<file path="config.mk">
export PLATFORM = sky130hd
export DESIGN_NAME = deser1_64
export DESIGN_NICKNAME = d
export VERILOG_FILES = /design/src/rtl/deser1_64.sv
export SDC_FILE = /design/constraint.sdc
export NUM_CORES = 1
export LEC_CHECK = 0
export ABC_AREA = 1
export BUFFER_PORTS_ARGS = -buffer_cell sky130_fd_sc_hd__buf_4
export CORE_UTILIZATION = 55
export DETAILED_ROUTE_END_ITERATION = 10
export PLACE_DENSITY = 0.77
export SLEW_MARGIN = 30
export SYNTH_ARGS = -nofsm -noshare
export SYNTH_HDL_FRONTEND = slang
export SYNTH_SLANG_ARGS = --single-unit
export TNS_END_PERCENT = 10
</file>
<file path="constraint.sdc">
create_clock -name clk -period 1.9 [get_ports clk]
set_input_delay 0.19 -clock clk [delete_from_list [all_inputs] [get_ports clk]]
set_output_delay 0.19 -clock clk [all_outputs]
set_load 0.03 [all_outputs]
</file>
<file path="src/rtl/deser1_64.sv">
// Serial-to-parallel deserializer: collects WIDTH bits (bit k = k-th accepted bit) into a word
// presented on a registered valid/ready output, with one extra word of buffering before stalling.
module deser1_64 #(
  parameter int unsigned WIDTH = 64,
  parameter int unsigned CNT_W = 6
) (
  input  logic             clk,
  input  logic             reset,
  input  logic             flush,
  input  logic             in,
  input  logic             in_valid,
  output logic             in_ready,
  output logic [WIDTH-1:0] out,
  output logic             out_valid,
  input  logic             out_ready,
  output logic [CNT_W-1:0] count
);

  localparam logic [0:0] COLLECT = 1'b0;
  localparam logic [0:0] STALL   = 1'b1;

  logic [0:0]       state_q, state_d;
  logic [WIDTH-1:0] shreg_q, shreg_d;
  logic [WIDTH-1:0] out_q, out_d;
  logic             out_valid_q, out_valid_d;
  logic [CNT_W-1:0] count_q, count_d;

  logic             accept, consume, last_bit;
  logic [WIDTH-1:0] full_word;

  assign in_ready  = (state_q == COLLECT);
  assign accept    = in_valid && in_ready;
  assign consume   = out_valid_q && out_ready;
  assign last_bit  = (count_q == CNT_W'(WIDTH - 1));
  assign full_word = {in, shreg_q[WIDTH-2:0]};

  always_comb begin
    state_d     = state_q;
    shreg_d     = shreg_q;
    out_d       = out_q;
    out_valid_d = out_valid_q;
    count_d     = count_q;

    // A consume empties the output unless a new word is loaded below.
    if (consume) begin
      out_valid_d = 1'b0;
    end

    if (flush) begin
      count_d = '0;
      shreg_d = '0;
      state_d = COLLECT;
    end else begin
      case (state_q)
        COLLECT: begin
          if (accept) begin
            if (last_bit) begin
              count_d = '0;
              if (!out_valid_q || consume) begin
                out_d       = full_word;
                out_valid_d = 1'b1;
              end else begin
                shreg_d = full_word;
                state_d = STALL;
              end
            end else begin
              shreg_d[count_q] = in;
              count_d          = count_q + 1'b1;
            end
          end
        end
        STALL: begin
          if (consume) begin
            out_d       = shreg_q;
            out_valid_d = 1'b1;
            shreg_d     = '0;
            state_d     = COLLECT;
          end
        end
        default: state_d = COLLECT;
      endcase
    end
  end

  always_ff @(posedge clk) begin
    if (reset) begin
      state_q     <= COLLECT;
      shreg_q     <= '0;
      out_q       <= '0;
      out_valid_q <= 1'b0;
      count_q     <= '0;
    end else begin
      state_q     <= state_d;
      shreg_q     <= shreg_d;
      out_q       <= out_d;
      out_valid_q <= out_valid_d;
      count_q     <= count_d;
    end
  end

  assign out       = out_q;
  assign out_valid = out_valid_q;
  assign count     = count_q;

endmodule

</file>
==> results.json <==
{
  "worstPathRequired_ps": 2210,
  "place_ws_ps": 210.0,
  "initial_core_util": 0.5679,
  "grt_pass1_vias": 5688,
  "cts_sinks": 136,
  "antenna_cells": 0,
  "clockBufferDepth": 2,
  "status": "complete, but fails checks",
  "cpMostUsedCell": "nor2_4",
  "port_buffers": 77,
  "hold_path.class": "in -> reg",
  "critPathTopFamily": "simple AND/OR/NAND/NOR gates",
  "drive_gt1_frac": 0.1607,
  "finalWorstSetupSlack_ps": 190.6,
  "yosysTopAreaCellShare": 0.4163,
  "area_growth_pct": 20.70,
  "synth_compound_area_frac": 0.1087,
  "drv_cap": 0,
  "max_stage_delay_ps": 340,
  "cts_hold_buffers": 0,
  "hpwl_um": 9550,
  "synth-seq-cells": 136,
  "synth-seq-area-share": 0.4163,
  "yosys_warnings": 0,
  "stdcell_count": 1157,
  "worstPathArrival_ps": 2020,
  "yosysMostFrequentCell": "nand2_1",
  "synth_cell_type_count": 28,
  "place_inst": 1128,
  "synth.area.top_cells": "dfxtp_1, nand2_1, a21oi_1, nand3b_1, nand4_1",
  "fin_crit_sh": 0.8997,
  "synth_ff_type": "dfxtp_1",
  "worst-path-buf-inv": 2,
  "dieArea_um2": 12330,
  "dr.pass1.iters": 8,
  "setup_viol": 0,
  "synth_edf_count": 0,
  "synth_xor_area_frac": 0,
  "synthTopCellsByCount": "nand2_1, dfxtp_1, a21oi_1",
  "muxShareOfSynthArea": 0,
  "timing.final.hold_violations": 0,
  "die_x_um": 111.0,
  "routed_via_density": 5.494,
  "place.gp.congestion": 0.8666,
  "dieHeight_um": 111.0,
  "relSlewSlack": 0.6979,
  "drtIter0Drc": 508,
  "violations": "DRC",
  "synthSimpleGateAreaFrac": 0.4023,
  "cts_buffers": 17,
  "cpMaxStageDelayCell": "dfxtp_1",
  "syn_nets": 955,
  "path_cells": "ha_1 -> nand2_2 -> nor2_4 -> nor2_4 -> clkinv_2 -> buf_12 -> nand3b_1 -> nand2_1 -> nor2_1",
  "core_um2": 11520,
  "clkTransAtPathRegs_ps": 60,
  "tns_ps": 0,
  "critPathLaunchType": "flip-flop",
  "placed_area_um2": 7378,
  "grt_pass1_wl_um": 26990,
  "endpoint_kind": "flip-flop",
  "finalPower_mw": 6.100,
  "vdd_ir_drop_max_v": 0.0004843,
  "drv_slew": 0,
  "skew_ps": 9.734,
  "min_period_ps": 1709,
  "fmax_mhz": 585.0,
  "syn_avg_cell_area_um2": 6.899,
  "worst_pin_slew_ps": 452.6,
  "num_rows": 39,
  "final_cell_area_um2": 7894,
  "cts_resized": 0,
  "vias": 6356,
  "clk_latency_ps": 430,
  "n_fill_cell": 1001,
  "grt_antenna_before_repair": 0,
  "post_cts_buffers": 0,
  "cts_root_buffer": "clkbuf_16",
  "routedWlPerCell_um": 13.74,
  "path_class": "reg -> reg",
  "htree_levels": 4,
  "nNetsFinal": 1011,
  "ys_async_sr_fraction": 0,
  "ant_nets": 0,
  "synth_top_family_by_area": "simple AND/OR/NAND/NOR gates",
  "cts_tree": "done",
  "cp_max_fo": 88,
  "io_pins": 78,
  "synthesis.instances": 948,
  "syn_area_um2": 6540,
  "drc": 8,
  "grt_setup_unrepaired": "no",
  "yosys.area_share.adder": 0.001913,
  "grt_max_degree": 89,
  "leakagePower_nw": 3.272,
  "p_per_area_nw_per_um2": 772.7,
  "synth.largest_area_cell": "dfxtp_1",
  "grt.overflow.total": 0,
  "drt-total-wl_um": 15890,
  "track_usage": 0.2695
}
## path summary, 6_finish.rpt
path / from / endpoint / slack [ps] / depth (start not counted)
worst max-delay path: count[0] / out[57] / 190 / 9
worst min-delay path: out_ready / state_q / 60 / 4
worst max register to register: count[0] / out[57] / 190 / 9
worst min register to register: shreg_q[17] / shreg_q[17] / 460 / 2
## layer usage
| metal | routed length (um) | global-route usage | vias to the layer above |
|---|---|---|---|
| met5 | 0 | 0 | - |
| met4 | 218 | 0.09099 | 0 |
| met3 | 926 | 0.05905 | 22 |
| met2 | 7438 | 0.4432 | 180 |
| met1 | 7310 | 0.3506 | 2907 |
| li1 | - | - | 3247 |
## worst reg2reg max path, stage by stage, from the launching register on
cell      delay, ps
dfxtp_1         340
ha_1            180
nand2_2         100
nor2_4          220
nor2_4           70
clkinv_2         80
buf_12          310
nand3b_1        160
nand2_1          70
nor2_1           40
## power breakdown
part	leakage (nW)	internal [mW]	total, mW	switching, mW
Sequential	1.10	2.86	2.86	0.00163
Clock	0.259	1.77	2.91	1.14
Combinational	1.92	0.0979	0.332	0.234
Total	3.27	4.73	6.10	1.37
## flip-flops by register name, indices dropped and copies added, names as in the netlist
register	count
out_valid	1
state_q	1
count	6
shreg_q	64
out	64
## per-stage QoR
step	hold slack, ps	utilization
4_1_cts	50.12	0.6855
3_3_place_gp	441.6	0.6407
5_1_grt	83.26	0.6855
2_1_floorplan	367.4	-
6_report	62.76	0.6855
3_5_place_dp	447.9	0.6407
## final cells by class
cell class / count / area, um^2 / area share
tap: 143 / 178.9 / 0.02267
clock buffer: 25 / 495.5 / 0.06277
multi-input combinational: 711 / 3366 / 0.4264
clock inverter: 4 / 20.02 / 0.002536
timing repair buffer: 121 / 1046 / 0.1325
sequential: 136 / 2723 / 0.3449
inverter: 17 / 65.06 / 0.008242
## cell families after synthesis
kind of cell	after synthesis
buffers and inverters	101
AND/OR/NAND/NOR	570
adder cells (fa/ha/maj)	1
AO/OA/AOI/OAI	140
flip-flops	136
## cells in the final DEF (no fill, tap or decap), types with 3 or more instances in the layout
master	netlist	final
buf_12	0	11
a21oi_1	134	134
clkbuf_1	16	4
nand2_1	335	335
clkbuf_16	0	17
buf_4	2	110
clkbuf_8	0	4
nand4_1	62	62
inv_1	14	13
nor2_1	82	82
nand3b_1	64	64
dfxtp_1	136	136
nand3_1	11	11
nor2_4	2	3
clkinv_2	0	5
Note: power is estimated with default switching activity, not from simulation.
